===== config.mk =====
export PLATFORM = sky130hd
export DESIGN_NAME = hcf
export DESIGN_NICKNAME = d
export VERILOG_FILES = /design/src/rtl/hcf.sv
export SDC_FILE = /design/constraint.sdc
export NUM_CORES = 1
export LEC_CHECK = 0
export CAP_MARGIN = 40
export CORE_MARGIN = 1.5
export CORE_UTILIZATION = 63
export CTS_CLUSTER_DIAMETER = 60
export DETAILED_ROUTE_END_ITERATION = 7
export DONT_BUFFER_PORTS = 1
export MAX_ROUTING_LAYER = met4
export PLACE_DENSITY = 0.79
export RECOVER_POWER = 100
export SYNTH_ARGS = -nofsm -noshare
export SYNTH_HDL_FRONTEND = slang
export SYNTH_SLANG_ARGS = --single-unit

===== constraint.sdc =====
create_clock -name clk -period 3.35 [get_ports clk]
set_input_delay 1.005 -clock clk [delete_from_list [all_inputs] [get_ports clk]]
set_output_delay 1.005 -clock clk [all_outputs]
set_load 0.02 [all_outputs]

===== src/rtl/hcf.sv =====
// hcf -- highest common factor of two unsigned operands by repeated subtraction.
//
// Handshake: start is sampled on a rising clk edge only while the FSM is in IDLE;
// that edge captures in1/in2 and raises busy. busy stays high until the result
// is ready; done then pulses for exactly one cycle (busy low in that cycle) and
// the FSM returns to IDLE. HCF holds the last completed result.
//
// Optional feature, macro HCF_LCM_EN: adds output lcm = in1*in2/HCF, produced by
// a restoring shift-subtract divider that runs for 2*WIDTH cycles after CALC.
// HCF and lcm update together on the edge entering DONE.
//
// The current FSM state is visible as the signal 'state' for checkers.

module hcf #(
  parameter int WIDTH = 8
) (
  input  logic             clk,
  input  logic             rst_n,
  input  logic             start,
  input  logic [WIDTH-1:0] in1,
  input  logic [WIDTH-1:0] in2,
  output logic             busy,
  output logic             done,
`ifdef HCF_LCM_EN
  output logic [2*WIDTH-1:0] lcm,
`endif
  output logic [WIDTH-1:0] HCF
);

  // Operands narrower than 2 bits make no sense for this datapath.
  if (WIDTH < 2) begin : g_width_check
    $error("hcf: WIDTH must be at least 2");
  end

`ifdef HCF_LCM_EN
  typedef enum logic [1:0] {
    IDLE = 2'd0,
    CALC = 2'd1,
    DIV  = 2'd2,
    DONE = 2'd3
  } state_t;
`else
  typedef enum logic [1:0] {
    IDLE = 2'd0,
    CALC = 2'd1,
    DONE = 2'd3
  } state_t;
`endif

  state_t state;
  state_t state_next;

  // Working registers for the subtractive algorithm.
  logic [WIDTH-1:0] a;
  logic [WIDTH-1:0] b;

  // CALC terminates when the operands meet or one of them is zero.
  logic             finish;
  logic [WIDTH-1:0] gcd_val;

  // Termination test and the result it yields (a==0 selects b, covering 0,0).
  always_comb begin
    finish  = (a == b) || (a == '0) || (b == '0);
    gcd_val = (a == '0) ? b : a;
  end

`ifdef HCF_LCM_EN
  localparam int CNT_W = $clog2(2 * WIDTH);
  localparam logic [CNT_W-1:0] LAST_STEP = CNT_W'(2 * WIDTH - 1);

  // Original operands, kept for the product once CALC has consumed a/b.
  logic [WIDTH-1:0]   op1;
  logic [WIDTH-1:0]   op2;
  // Result of CALC, used as divisor and published as HCF at the end.
  logic [WIDTH-1:0]   gcd_r;
  // Divider: quo starts as the dividend and shifts quotient bits in from the right.
  logic [2*WIDTH-1:0] quo;
  logic [WIDTH-1:0]   rem;
  logic [CNT_W-1:0]   cnt;

  logic [2*WIDTH-1:0] prod;
  logic [WIDTH:0]     rem_sh;
  logic [WIDTH:0]     rem_diff;
  logic               rem_ge;
  logic [WIDTH-1:0]   rem_next;
  logic [2*WIDTH-1:0] quo_next;
  logic               div_last;
  logic               zero_op;

  // One restoring-division step: bring in the next dividend bit, trial-subtract.
  always_comb begin
    prod     = {{WIDTH{1'b0}}, op1} * {{WIDTH{1'b0}}, op2};
    rem_sh   = {rem, quo[2*WIDTH-1]};
    rem_diff = rem_sh - {1'b0, gcd_r};
    rem_ge   = (rem_sh >= {1'b0, gcd_r});
    rem_next = rem_ge ? rem_diff[WIDTH-1:0] : rem_sh[WIDTH-1:0];
    quo_next = {quo[2*WIDTH-2:0], rem_ge};
    div_last = (cnt == LAST_STEP);
    zero_op  = (op1 == '0) || (op2 == '0);
  end
`endif

  // State register.
  always_ff @(posedge clk or negedge rst_n) begin
    if (!rst_n) begin
      state <= IDLE;
    end else begin
      state <= state_next;
    end
  end

  // Next-state logic.
  always_comb begin
    state_next = state;
    case (state)
      IDLE: begin
        if (start) begin
          state_next = CALC;
        end
      end
      CALC: begin
        if (finish) begin
`ifdef HCF_LCM_EN
          state_next = DIV;
`else
          state_next = DONE;
`endif
        end
      end
`ifdef HCF_LCM_EN
      DIV: begin
        if (div_last) begin
          state_next = DONE;
        end
      end
`endif
      DONE: begin
        state_next = IDLE;
      end
      default: begin
        state_next = IDLE;
      end
    endcase
  end

  // Outputs decoded from the state.
  always_comb begin
    busy = 1'b0;
    done = 1'b0;
    case (state)
      CALC: busy = 1'b1;
`ifdef HCF_LCM_EN
      DIV:  busy = 1'b1;
`endif
      DONE: done = 1'b1;
      default: begin
        busy = 1'b0;
        done = 1'b0;
      end
    endcase
  end

  // Subtractive HCF datapath: capture, one step per CALC cycle, publish result.
  always_ff @(posedge clk or negedge rst_n) begin
    if (!rst_n) begin
      a   <= '0;
      b   <= '0;
      HCF <= '0;
    end else begin
      case (state)
        IDLE: begin
          if (start) begin
            a <= in1;
            b <= in2;
          end
        end
        CALC: begin
          if (finish) begin
`ifndef HCF_LCM_EN
            HCF <= gcd_val;
`endif
          end else if (a > b) begin
            a <= a - b;
          end else begin
            b <= b - a;
          end
        end
`ifdef HCF_LCM_EN
        DIV: begin
          if (div_last) begin
            HCF <= gcd_r;
          end
        end
`endif
        default: begin
          a <= a;
        end
      endcase
    end
  end

`ifdef HCF_LCM_EN
  // LCM datapath: keep operands, then divide their product by the HCF.
  always_ff @(posedge clk or negedge rst_n) begin
    if (!rst_n) begin
      op1   <= '0;
      op2   <= '0;
      gcd_r <= '0;
      quo   <= '0;
      rem   <= '0;
      cnt   <= '0;
      lcm   <= '0;
    end else begin
      case (state)
        IDLE: begin
          if (start) begin
            op1 <= in1;
            op2 <= in2;
          end
        end
        CALC: begin
          if (finish) begin
            gcd_r <= gcd_val;
            quo   <= prod;
            rem   <= '0;
            cnt   <= '0;
          end
        end
        DIV: begin
          quo <= quo_next;
          rem <= rem_next;
          cnt <= cnt + 1'b1;
          if (div_last) begin
            // A zero operand means a zero product; the divisor may also be zero.
            lcm <= zero_op ? '0 : quo_next;
          end
        end
        default: begin
          cnt <= cnt;
        end
      endcase
    end
  end
`endif

endmodule


Yosys cells after proc, flatten, opt, wreduce, memory -nomap -nowiden
Cells that the tools add are included.

word-level totals
  output and inout bits = 10
  input bits = 19
  register bits = 26
  logic and storage cells = 39

operators by class
  magnitude comparators = 1
  reduce and logical (&&, ||, !) cells = 10
  muxes and demuxes = 14
  eq/ne operators = 8
  add/subtract/negate cells = 2

operator list
  cell                  count
  $mux W8               7
  $pmux W8 S2           2
  $logic_not A8 Y1      2
  $sub A8 B8 Y8         2
  $ne A2 B2 Y1 const B  5
  $eq A8 B8 Y1          1
  $gt A8 B8 Y1          1
  $reduce_and A4 Y1     2
  $mux W2               2
  $pmux W2 S2           1
  $reduce_and A2 Y1     2
  $eq A2 B1 Y1 const B  1
  $eq A2 B2 Y1 const B  1
  $logic_not A2 Y1      1
  $logic_or A1 B1 Y1    2
  $mux W1               2
  $reduce_bool A2 Y1    1

Logic depth before layout (Yosys ltp)
  depth after elaboration = 5
  gate-level depth with buffers = 10
  mapped depth without buffers = 9

Worst setup path before layout
No wires, ideal clock.

  kind = flip-flop to flip-flop
  from = register a[0]
  to = register a[3]
  required time = 3.225 ns
  path buffers = 1
  data arrival time = 2.339 ns
  library setup time = 0.125 ns
  slack = 0.886 ns
  clock period less this slack = 2.464 ns
  cell stages (with the launch flop) = 11
  cells stage by stage = dfrtp_1 -> inv_1 -> ha_1 -> fa_1 -> and2b_1 -> o211ai_2 -> o31ai_1 -> a21oi_1 -> o31a_1 -> buf_6 -> mux2_4

on the way
  longest elaborated chain between the ends = 5
  elaborated cells on any way between the ends = 12
  classes of those cells = 1 x add/sub; 1 x order compare; 3 x eq/ne; 3 x mux; 4 x reduce/logical

RTL lines
  element                                                line  source
  start: declaration                                     54    logic [WIDTH-1:0] a;
  start signal: assignment                               173   a <= in1;
  start signal: assignment                               183   a <= a - b;
  branches (longest 5 deep; another with $sub A8 B8 Y8)  n/a

Several ways; the timed one is not identified. The select of a mux whose other input is x is not followed.
A chain may end at the register's enable or synchronous reset.

Final worst setup path
  from = register a[0]
  to = register b[7]

on the way
  longest elaborated chain between the ends = 5
  elaborated cells on any way between the ends = 12
  classes of those cells = 1 x add/sub; 1 x order compare; 3 x eq/ne; 3 x mux; 4 x reduce/logical

RTL lines
  element                                                line  source
  branches (longest 5 deep; another with $sub A8 B8 Y8)  n/a
  end signal: assignment                                 174   b <= in2;
  end signal: assignment                                 185   b <= b - a;
  end: declaration                                       55    logic [WIDTH-1:0] b;

Several ways; the timed one is not identified. The select of a mux whose other input is x is not followed.

==> flow_summary.yaml <==
status:
  status: "completed"
critical_path:
  ff2ff_path_depth: 9
  cp-end-kind: "register"
  cpMaxStageDelayCell: "a21boi_2"
  worst_ep_required_time_ns: 3.57
  critPathLaunchType: "register"
  cp_cell_sequence: "inv_1 > ha_1 > fa_1 > and2b_1 > o211ai_1 > o31ai_1 > a21oi_1 > a21boi_2 > mux2_1"
  crit_arrival_ns: 3.04
  path_class: "reg -> reg"
  reg2reg_slack_ns: 0.53
  slowest_delay_ns: 0.48
  crit_path_max_fanout: 8
global_routing:
  grt_max_degree: 30
  grtUsageMet3: 0.0549
  grt.met2_usage: 0.432
  overflow: 0
  grt-busiest-layer: "met2"
  grt_util_all_layers: 0.275
  grt_pass1_vias: 1429
  grt_pass1_wl_mm: 6.81
  use_met1: 0.357
  antenna_found_initial: 0
final_layout:
  antennaDiodeCount: 0
  drive_above_1_share: 0.0622
  area_delta_synth_final_pct: -1.59
  fin_util: 0.646
  layout_common_cells: "a21oi_1 (38), dfrtp_1 (26), inv_1 (18)"
  post-route-cell-area_um2: 1940
  final_common_cell: "a21oi_1"
  fillers: 259
  final_nets: 247
timing:
  setup-violations-final: 0
  skew_ns: 0.0107
  period_needed_ns: 2.82
  setup_tns_ns: 0
  max_slew_margin: 0.320
  grt_setup_unrepaired: "no"
  fin_crit_sh: 0.841
  max_freq_ghz: 0.355
  tightest_slew_ns: 1.02
  whs_ns: 0.347
  hold_viol_final: 0
  slew_viol_final: 0
logic_synthesis:
  synthCells: 215
  synthesis.area_um2: 1970
  synth_top_area_share: 0.330
  synth_nets: 251
  netlist_top_cells_area: "dfrtp_1 (33%), ha_1 (9.5%), a21oi_1 (9.4%)"
  yosys.area.top_type: "dfrtp_1"
  synth_seq_cells: 26
  synth_cell_types: 41
  avgSynthCellArea_um2: 9.17
  synth-edff-count: 0
  ys.flop_type: "dfrtp_1"
  synthArstFlopShare: 1.00
  synth_warnings: 0
  synth-seq-area-share: 0.330
floorplan:
  dieArea_um2: 3470
  chipHeight_um: 58.9
  coreArea_um2: 3000
  start_util: 0.656
  rows: 20
  die_x_um: 58.9
  top_level_ports: 29
route:
  routed_wl_mm: 4.39
  drtPass1Iterations: 4
  viasPerCell: 6.43
  drc: 0
  num_vias: 1556
  drtIter0Drc: 64
  avgRoutedWirePerCell_um: 18.1
  ant_nets: 0
min_path:
  hold_path_class: "in -> async"
placement:
  dp_hpwl_mm: 3.47
  portBuffers: 0
  place_congestion: 0.885
  placed_cell_area_um2: 1950
clock_tree:
  cts_buffers: 3
  clock_latency_ns: 0.33
  ctsResizeCount: 0
  cts_setup_buffers: 0
  cts.clk_slew.worst_paths_ns: 0.14
  cts.sinks: 26
  clockBufferDepth: 2
  cts_root_buf: "clkbuf_4"
  hold_buffers: 0
  cts_tree: "done"
  h-tree-depth: 1
job:
  cap_violations: 0
==> flip-flops by register name, summed over array words and instances (netlist names) <==
register,count
HCF,8
a,8
b,8
state,2
==> synth_stat cells, drive strengths merged, types with 3 or more instances <==
| cell | instances |
|---|---|
| o21a | 3 |
| mux2 | 5 |
| ha | 15 |
| clkbuf | 3 |
| dfrtp | 26 |
| a211oi | 5 |
| o21ai | 7 |
| mux2i | 12 |
| inv | 18 |
| nor2 | 18 |
| nor3 | 3 |
| buf | 8 |
| xor2 | 3 |
| nor2b | 3 |
| nand2b | 4 |
| o31a | 5 |
| or2 | 3 |
| a21oi | 38 |
| nand2 | 10 |
==> cell families (layout without fill, tap and decap cells) <==
kind of cell	after synthesis	count (layout)	share of synthesized area
compound gates	67	67	0.211
xor+xnor	5	5	0.0222
fa+ha+maj	17	17	0.116
buf+inv	29	23	0.0711
flops	26	26	0.330
mux	17	17	0.0990
simple gates	54	54	0.151
==> worst max-delay path, delay by kind of cell, from the launching register on <==
kind / cells / cell delay (ns)
AO/OA/AOI/OAI: 4 / 1.00
AND/OR/NAND/NOR: 1 / 0.26
flip-flops: 1 / 0.42
buffers and inverters: 1 / 0.07
multiplexers: 1 / 0.39
adder cells (fa/ha/maj): 2 / 0.59
==> per-stage QoR <==
stage / setup WS, ns / instances
2_1_floorplan: 0.886 / 215
3_3_place_gp: 0.644 / 239
3_5_place_dp: 0.582 / 239
4_1_cts: 0.550 / 242
5_1_grt: 0.316 / 242
6_report: 0.533 / 242
==> final cells by class <==
| cell class | count | area (um2) | share of cell area |
|---|---|---|---|
| tap | 33 | 41.3 | 0.0213 |
| sequential | 26 | 651 | 0.335 |
| multi-input combinational | 160 | 1140 | 0.590 |
| clock buffer | 3 | 22.5 | 0.0116 |
| timing repair buffer | 2 | 12.5 | 0.00645 |
| inverter | 18 | 67.6 | 0.0348 |
==> routing by layer <==
layer	share of wire	wire length (um)
met4	0.016	70
met5	0	0
met3	0.062	274
met2	0.49	2130
met1	0.44	1920
==> worst paths after layout <==
path | end | start
min in group clk | state[0] | state[1]
max in group asynchronous | HCF[0] | rst_n
hold / removal | a[4] | rst_n
hold reg to reg | state[0] | state[1]
setup reg to reg | b[7] | a[0]
setup / recovery | b[7] | a[0]
Power is left out: the tool's default activity adds up to more than one toggle a clock period on the data nets, which glitch-free logic cannot reach.
